### config.mk
export PLATFORM = sky130hd
export DESIGN_NAME = dram_arbiter
export DESIGN_NICKNAME = d
export VERILOG_FILES = /design/src/rtl/dram_arbiter.sv
export SDC_FILE = /design/constraint.sdc
export NUM_CORES = 1
export LEC_CHECK = 0
export ABC_AREA = 1
export BUFFER_PORTS_ARGS = -buffer_cell sky130_fd_sc_hd__buf_4
export CORE_UTILIZATION = 25
export DETAILED_ROUTE_END_ITERATION = 6
export GPL_TIMING_DRIVEN = 0
export PLACE_DENSITY = 0.55
export SYNTH_ARGS = -nofsm -noshare
export SYNTH_HDL_FRONTEND = slang
export SYNTH_SLANG_ARGS = --single-unit
### constraint.sdc
create_clock -name Clk1 -period 2.8 [get_ports Clk1]
set_input_delay 0.14 -clock Clk1 [delete_from_list [all_inputs] [get_ports Clk1]]
set_output_delay 0.14 -clock Clk1 [all_outputs]
set_load 0.005 [all_outputs]
### src/rtl/dram_arbiter.sv
// rtl/dram_arbiter.sv - two-port DRAM arbiter with fixed-latency strobes; ARB_ROUND_ROBIN_EN selects round-robin ties
module dram_arbiter #(
    parameter int AW      = 16,
    parameter int DW      = 16,
    parameter int MEM_LAT = 2
) (
    input  logic          Clk1,
    input  logic          Reset,
    input  logic          Req0,
    input  logic          Req1,
    input  logic          We0,
    input  logic          We1,
    input  logic [AW-1:0] Addr0,
    input  logic [AW-1:0] Addr1,
    input  logic [DW-1:0] Wdata0,
    input  logic [DW-1:0] Wdata1,
    output logic          Ack0,
    output logic          Ack1,
    output logic [DW-1:0] Rdata0,
    output logic [DW-1:0] Rdata1,
    output logic [AW-1:0] MemAddr,
    output logic          MemRD,
    output logic          MemWR,
    output logic [DW-1:0] MemDataOut,
    input  logic [DW-1:0] MemDataIn,
    output logic          Busy,
    output logic          Owner
);

    localparam int CW = (MEM_LAT > 1) ? $clog2(MEM_LAT) : 1;
    localparam logic [CW-1:0] CNT_LOAD = CW'(MEM_LAT - 1);

    typedef enum logic [1:0] {
        IDLE   = 2'd0,
        ACCESS = 2'd1,
        DONE   = 2'd2
    } state_t;

    state_t        state, state_nxt;
    logic [CW-1:0] cnt, cnt_nxt;
    logic          we_q, we_nxt;
    logic          last_owner, last_owner_nxt;
    logic          owner_nxt;
    logic [AW-1:0] addr_nxt;
    logic          rd_nxt, wr_nxt;
    logic [DW-1:0] dout_nxt;
    logic          ack0_nxt, ack1_nxt;
    logic [DW-1:0] rdata0_nxt, rdata1_nxt;
    logic          busy_nxt;

    logic          win;
    logic          g_we;
    logic [AW-1:0] g_addr;
    logic [DW-1:0] g_wdata;

    // Pick the winning port and mux its request fields.
    always_comb begin
        win = 1'b0;
        if (Req0 && Req1) begin
`ifdef ARB_ROUND_ROBIN_EN
            win = ~last_owner;
`else
            win = 1'b0;
`endif
        end else if (Req1) begin
            win = 1'b1;
        end
        g_we    = win ? We1    : We0;
        g_addr  = win ? Addr1  : Addr0;
        g_wdata = win ? Wdata1 : Wdata0;
    end

    // Next-state and next-output logic; every output is registered below.
    always_comb begin
        state_nxt      = state;
        cnt_nxt        = cnt;
        we_nxt         = we_q;
        last_owner_nxt = last_owner;
        owner_nxt      = Owner;
        addr_nxt       = MemAddr;
        rd_nxt         = MemRD;
        wr_nxt         = MemWR;
        dout_nxt       = MemDataOut;
        ack0_nxt       = 1'b0;
        ack1_nxt       = 1'b0;
        rdata0_nxt     = '0;
        rdata1_nxt     = '0;
        case (state)
            IDLE: begin
                if (Req0 || Req1) begin
                    state_nxt      = ACCESS;
                    cnt_nxt        = CNT_LOAD;
                    owner_nxt      = win;
                    last_owner_nxt = win;
                    we_nxt         = g_we;
                    addr_nxt       = g_addr;
                    rd_nxt         = ~g_we;
                    wr_nxt         = g_we;
                    dout_nxt       = g_we ? g_wdata : '0;
                end
            end
            ACCESS: begin
                if (cnt == '0) begin
                    // Last strobe cycle: read data is valid on MemDataIn now.
                    state_nxt = DONE;
                    rd_nxt    = 1'b0;
                    wr_nxt    = 1'b0;
                    dout_nxt  = '0;
                    ack0_nxt  = ~Owner;
                    ack1_nxt  = Owner;
                    if (!we_q) begin
                        if (Owner) begin
                            rdata1_nxt = MemDataIn;
                        end else begin
                            rdata0_nxt = MemDataIn;
                        end
                    end
                end else begin
                    cnt_nxt = cnt - CW'(1);
                end
            end
            DONE: begin
                state_nxt = IDLE;
            end
            default: begin
                state_nxt = IDLE;
            end
        endcase
        busy_nxt = (state_nxt != IDLE);
    end

    // State and output registers; reset drops the strobes asynchronously.
    always_ff @(posedge Clk1 or posedge Reset) begin
        if (Reset) begin
            state      <= IDLE;
            cnt        <= '0;
            we_q       <= 1'b0;
            last_owner <= 1'b1;
            Owner      <= 1'b0;
            MemAddr    <= '0;
            MemRD      <= 1'b0;
            MemWR      <= 1'b0;
            MemDataOut <= '0;
            Ack0       <= 1'b0;
            Ack1       <= 1'b0;
            Rdata0     <= '0;
            Rdata1     <= '0;
            Busy       <= 1'b0;
        end else begin
            state      <= state_nxt;
            cnt        <= cnt_nxt;
            we_q       <= we_nxt;
            last_owner <= last_owner_nxt;
            Owner      <= owner_nxt;
            MemAddr    <= addr_nxt;
            MemRD      <= rd_nxt;
            MemWR      <= wr_nxt;
            MemDataOut <= dout_nxt;
            Ack0       <= ack0_nxt;
            Ack1       <= ack1_nxt;
            Rdata0     <= rdata0_nxt;
            Rdata1     <= rdata1_nxt;
            Busy       <= busy_nxt;
        end
    end

endmodule

==> reports/results.ini, run 1 <==
[run_status]
outcome = finished, final reports clean

[finish]
insertedDiodeCount = 0
nFillCells = 1251
layout-drive-gt1-share_pct = 38.14
fin_util_pct = 39.98
fin_nets = 609
final_area_mm2 = 0.004842
ff_latch_area_mm2 = 0.001852
multiInputGateArea_um2 = 994.7
areaGrowthSynthToFinish_pct = 54.12

[synth]
synth_top_area_share_pct = 58.94
yosysSeqAreaShare_pct = 58.94
yosysMostFrequentCell = nand2_1
syn_inst = 355
synth_area_mm2 = 0.003142
synthTopCellsByArea = dfrtp_1 59%, nand2_1 13%, nand3_1 5.4%, nor3_1 5.1%, inv_1 4.7%
synthDistinctLibCells = 19
synth.avg_cell_area_um2 = 8.850
yosysWarnings = 0
synth-seq-cells = 74
ys.flop_type = dfrtp_1
synth-edff-count = 0
yosysTopAreaCell = dfrtp_1
synth_commonest_cells = 108 x nand2_1, 74 x dfrtp_1, 39 x inv_1, 34 x nand3_1, 32 x nor3_1
synth_fp_nets = 441
async_flop_share_pct = 100.0

[place]
io_buffers = 155
placed_area_mm2 = 0.004538
dp_hpwl_um = 6721
gp_routability_congestion = 0.7306

[clock_network]
clk_latency_ns = 0.33
cts_resized = 0
clock-sinks = 74
clk_pin_slew_ns = 0.06
h-tree-depth = 3
cts_buffers = 9
cts_setup_buffers = 0
clockRootBuffer = clkbuf_16
cts_buffer_depth = 2
cts_tree = done

[sta]
worstMarginPinSlew_ns = 0.5161
fmaxAchievable_mhz = 734.7
rsz0062_at_grt = no
drv_slew = 0
fin_crit_sh_pct = 48.61
max-slew-margin-rel_pct = 65.59
finalClockSkew_ns = 0.006259
post-route-min-period_ns = 1.361
finalHoldViolations = 0
setup-violations-final = 0

[pwr]
power_density_mw_per_mm2 = 865.8
p_leak_nw = 2.722
vdd_ir_drop_max_uv = 283.7

[floorplan]
die-area_mm2 = 0.01302
chipHeight_um = 114.1
rows = 40
start_util_pct = 25.94
core_region_area_mm2 = 0.01211
io_pins = 156
die_w_um = 114.1

[routing]
vias = 2914
route.detailed.drc = 0
drt_iter0_markers = 149
vias_per_cell = 4.193
dr.pass1.iters = 4
drt.antenna.violating_nets = 0
post_drt_wl_per_cell_um = 12.85
wirelength_um = 8932

[critical_path]
r2r-start = state[1]
worstPathArrival_ns = 1.56
criticalPathCategory = register to register
cp_data_required_time_ns = 3.00
critPathLaunch = state[1]
endpoint_kind = register
critPathMaxFanout = 10
crit_path_start_kind = register

[global_route]
antenna_found_initial = 0
grt_pass1_vias = 2874
grt_max_degree = 41
grt_pass1_wl_um = 14590
overflow = 0
track_usage_pct = 14.64

[run]
drv_cap = 0

[min_path]
hold_path.class = input pin to register
min_from = MemDataIn[1]

-- final cells by class --
class | count | share of cell area [%]
multi-input combinational | 219 | 20.54
buffer | 20 | 2.842
timing repair buffer | 157 | 24.65
clock inverter | 5 | 1.137
inverter | 42 | 3.308
sequential | 74 | 38.24
tap | 168 | 4.341
clock buffer | 10 | 4.935
-- power by group --
group	switching [mW]	internal, mW	total [mW]
clock network	0.433	0.705	1.14
registers	0.167	1.39	1.55
logic	0.795	0.706	1.50
total	1.39	2.80	4.19
-- logic make-up after synthesis --
family,share of synthesized area [%]
simple gates,25.97
flops,58.94
buf+inv,9.398
compound gates,5.695
-- sequential cells by signal, indices dropped and copies added (netlist names), 2 cells and up --
| name | cells |
|---|---|
| Rdata0 | 16 |
| state | 2 |
| MemAddr | 16 |
| Rdata1 | 16 |
| MemDataOut | 16 |
-- worst max-delay path: stages, from the launching register on --
cell and delay [ns]:
dfrtp_1 0.37, inv_2 0.07, nand2_1 0.08, nor2_4 0.24
inv_2 0.17, buf_6 0.17, nand2_1 0.05, o21ai_0 0.07
-- layout by cell type (no fill, tap or decap) --
| cell type | count |
|---|---|
| o21ai_2 | 1 |
| clkbuf_16 | 9 |
| clkbuf_1 | 4 |
| nand2_4 | 2 |
| clkinv_2 | 2 |
| a21oi_1 | 1 |
| nand2_1 | 108 |
| inv_4 | 1 |
| nor2_1 | 1 |
| inv_1 | 38 |
| buf_4 | 157 |
| nor3_1 | 32 |
| clkinvlp_4 | 2 |
| buf_12 | 1 |
| dlygate4sd3_1 | 1 |
| nor2_4 | 2 |
| buf_2 | 7 |
| nand3_1 | 34 |
| inv_2 | 3 |
| nand2_2 | 5 |
| dfrtp_1 | 74 |
| clkbuf_2 | 1 |
| clkbuf_8 | 1 |
| buf_6 | 6 |
| o21ai_0 | 20 |
| o21ai_1 | 13 |
| bufinv_16 | 1 |
-- stage by stage --
stage	power [mW]	cells	setup TNS (ns)	setup slack [ns]	hold slack, ns
CTS	4.258	695	0	1.413	0.05473
detailed placement	3.109	679	0	1.413	0.1846
finish	4.192	695	0	1.439	0.06454
floorplan	2.304	355	0	0.7784	0.2743
global placement	3.083	678	-8.924	-0.1236	0.3999
global route	4.498	695	0	1.299	0.06068
-- final timing paths --
kind                                 end  slack [ns]  depth (start not counted)
max                          MemAddr[12]        1.44                          7
min                            Rdata1[1]        0.06                          3
max reg2reg                  MemAddr[12]        1.44                          7
min reg2reg                MemDataOut[9]        0.47                          2
max in group asynchronous     MemAddr[5]        1.86                          4
min in group asynchronous     Rdata1[13]        0.38                          3
-- routing by layer --
| metal | track usage (%) | routed length [µm] | up-vias |
|---|---|---|---|
| li1 | - | - | 1459 |
| met1 | 18.78 | 4048 | 1336 |
| met2 | 23.35 | 4089 | 110 |
| met4 | 5.801 | 110 | 0 |
| met3 | 4.129 | 684 | 9 |
| met5 | 0 | 0 | - |
-- repair_timing --
item,in CTS,in global routing
hold buffers,1,0
setup endpoints to repair,0,0
endpoints found under the hold margin,34,0
No activity file was read; power rests on OpenSTA's default activity.
==> inputs of run 2 (changes only) <==
--- a/config.mk
+++ b/config.mk
@@ -10,7 +10,7 @@
 export CORE_UTILIZATION = 25
 export DETAILED_ROUTE_END_ITERATION = 6
 export GPL_TIMING_DRIVEN = 0
-export PLACE_DENSITY = 0.55
+export PLACE_DENSITY = 0.57
 export SYNTH_ARGS = -nofsm -noshare
 export SYNTH_HDL_FRONTEND = slang
 export SYNTH_SLANG_ARGS = --single-unit
==> constraint.sdc (replaced) <==
create_clock -name Clk1 -period 1.2 [get_ports Clk1]
set_input_delay 0.06 -clock Clk1 [delete_from_list [all_inputs] [get_ports Clk1]]
set_output_delay 0.06 -clock Clk1 [all_outputs]
set_load 0.005 [all_outputs]
==> run 2 against run 1 <==
Effect of this change: the flow now finishes with violations (setup timing); clock power grew to 2.7 times the previous value; final area up 9.8%; combinational power rose to 2.9 times the previous value; clock skew is essentially flat; worst setup slack lost 1.4 ns; critical path type unchanged; critical endpoint is now Rdata1[8].
==> reports/results.ini, run 2 (synthesis results as in run 1) <==
[critical_path]
cp_slowest_cell = dfrtp_1
path_buf_inv = 2  ; -1
worstPathArrival_ns = 1.45  ; -0.11 ns
cp_cell_sequence = inv_2 -> nand2_2 -> nor2_4 -> nand2_4 -> buf_8 -> nor3_1
crit_family = simple AND/OR/NAND/NOR gates
critPathMaxFanout = 10  ; unchanged
cp_data_required_time_ns = 1.45  ; -1.55 ns
slowest_delay_ns = 0.37  ; about the same
endpoint_kind = register
crit_path_start_kind = register
criticalPathCategory = register to register

[place]
dpl.cell_count = 679  ; unchanged
dp_hpwl_um = 6806  ; +1.3%
gp_routability_congestion = 0.7426  ; +1.6%
io_buffers = 155  ; unchanged
pre_cts_slack_ns = -0.1969  ; -1.610 ns

[finish]
multiInputGateArea_mm2 = 0.001130  ; +14%
areaGrowthSynthToFinish_pct = 69.22
layout-drive-gt1-share_pct = 44.24  ; +6.1 points
final_common_cell = buf_4
ff_latch_area_mm2 = 0.001852  ; unchanged
final_cells = 724  ; +4.2%
insertedDiodeCount = 0  ; unchanged
nFillCells = 1200  ; -4.1%
fin_nets = 637  ; +4.6%
final_cell_mix = 167 x buf_4, 100 x nand2_1, 74 x dfrtp_1

[pwr]
p_leak_nw = 2.943  ; +8.1%
vdd_ir_drop_max_uv = 791.1  ; +180%
power.total_mw = 11.13  ; +170%
power_density_mw_per_mm2 = 2093  ; +140%

[clock_network]
cts_tree = done
clk_pin_slew_ns = 0.06  ; about the same
h-tree-depth = 3  ; unchanged
clock-sinks = 74  ; unchanged
cts_buffers = 9  ; unchanged
clockRootBuffer = clkbuf_16
clk_latency_ns = 0.33  ; about the same
cts_buffer_depth = 2  ; unchanged

[routing]
drt.antenna.violating_nets = 0  ; unchanged
wirelength_um = 9585  ; +7.3%
vias = 3048  ; +4.6%
route.detailed.drc = 0  ; unchanged
post_drt_wl_per_cell_um = 13.24  ; +3.0%
drt_iter0_markers = 158  ; +6.0%
dr.pass1.iters = 4  ; unchanged
vias_per_cell = 4.210  ; +0.41%

[sta]
fmaxAchievable_mhz = 832.1  ; +13%
rsz0062_at_grt = yes
finalHoldViolations = 0  ; unchanged
post-route-min-period_ns = 1.202  ; -0.1593 ns
drv_slew = 0  ; unchanged
max-slew-margin-rel_pct = 47.31  ; -18 points
setup-violations-final = 1  ; +1
finalClockSkew_ns = 0.006624  ; +0.0003649 ns
worstMarginPinSlew_ns = 0.7860  ; +0.2699 ns
fin_crit_sh_pct = 100.2  ; +52 points
setup_ws_ns = -0.001811  ; -1.441 ns

[run]
drv_cap = 0  ; unchanged

[floorplan]
start_util_pct = 25.94  ; unchanged
rows = 40  ; unchanged
die_w_um = 114.1  ; unchanged
io_pins = 156  ; unchanged
chipHeight_um = 114.1  ; unchanged
core_region_area_mm2 = 0.01211  ; unchanged
die-area_mm2 = 0.01302  ; unchanged

[run_status]
outcome = finished, violations left
violations = setup timing

[global_route]
antenna_found_initial = 0  ; unchanged
grt_pass1_vias = 3107  ; +8.1%
grt_max_degree = 41  ; unchanged
grt_pass1_wl_um = 15130  ; +3.7%
track_usage_pct = 15.07  ; +0.42 points
overflow = 0  ; unchanged

[min_path]
hold_path.class = input pin to register

## run 2: cell type report
| class | count | area share (%) |
|---|---|---|
| flip-flops and latches | 74 | 34.83 |
| well taps | 168 | 3.954 |
| repair inverters | 1 | 0.09414 |
| plain buffers | 20 | 3.154 |
| clock inverters | 7 | 2.330 |
| clock buffers | 9 | 4.236 |
| multi-input cells | 220 | 21.25 |
| repair buffers | 183 | 27.07 |
| inverters | 42 | 3.083 |
## run 2: metal layers
layer | vias up | GRT usage, % | routed length, µm
li1 | 1515 | - | -
met1 | 1401 | 19.00 | 4275
met2 | 121 | 25.41 | 4566
met3 | 11 | 2.912 | 600
met4 | 0 | 5.974 | 143
met5 | - | 0 | 0
## run 2: worst paths after layout
check                      slack [ns]       endpoint           from  depth (start not counted)
max                            -0.002      Rdata1[8]       state[1]                          6
min                              0.02    MemAddr[13]      Addr1[13]                          3
max reg2reg                    -0.002      Rdata1[8]       state[1]                          6
min reg2reg                      0.48  MemDataOut[8]  MemDataOut[8]                          2
max in group asynchronous        0.34    MemAddr[10]          Reset                          4
min in group asynchronous        0.33     Rdata0[15]          Reset                          3
## run 2: through the flow
step / setup TNS (ns) / hold WS (ns) / cell area (µm²) / utilization, %
after floorplan: 0 / 0.1943 / 3146 / -
after global placement: -19.39 / 0.3204 / 4519 / 37.31
after detailed placement: -5.114 / 0.2208 / 4539 / 37.48
after CTS: -0.07790 / 0.01612 / 5179 / 42.76
after global routing: -2.439 / 0.03070 / 5316 / 43.89
final: -0.001811 / 0.02342 / 5316 / 43.89
## run 2: tightest hold or removal path: cells and delay by family
kind	cells	cell delay, ns
AOI/OAI and AO/OA	2	0.18
buffers and inverters	1	0.08
## run 2: power by group
| group | switching, mW | leakage [nW] | internal, mW |
|---|---|---|---|
| registers | 0.432 | 0.980 | 3.24 |
| clock network | 1.09 | 0.167 | 2.05 |
| logic | 2.18 | 1.80 | 2.15 |
## run 2: repair_timing
action,4_1_cts,5_1_grt
gates resized for setup,21,28
setup endpoints to repair,53,103
hold buffers,16,0
setup buffers,6,4
hold endpoints to repair,62,0
gates cloned,0,3
pin swaps,3,3
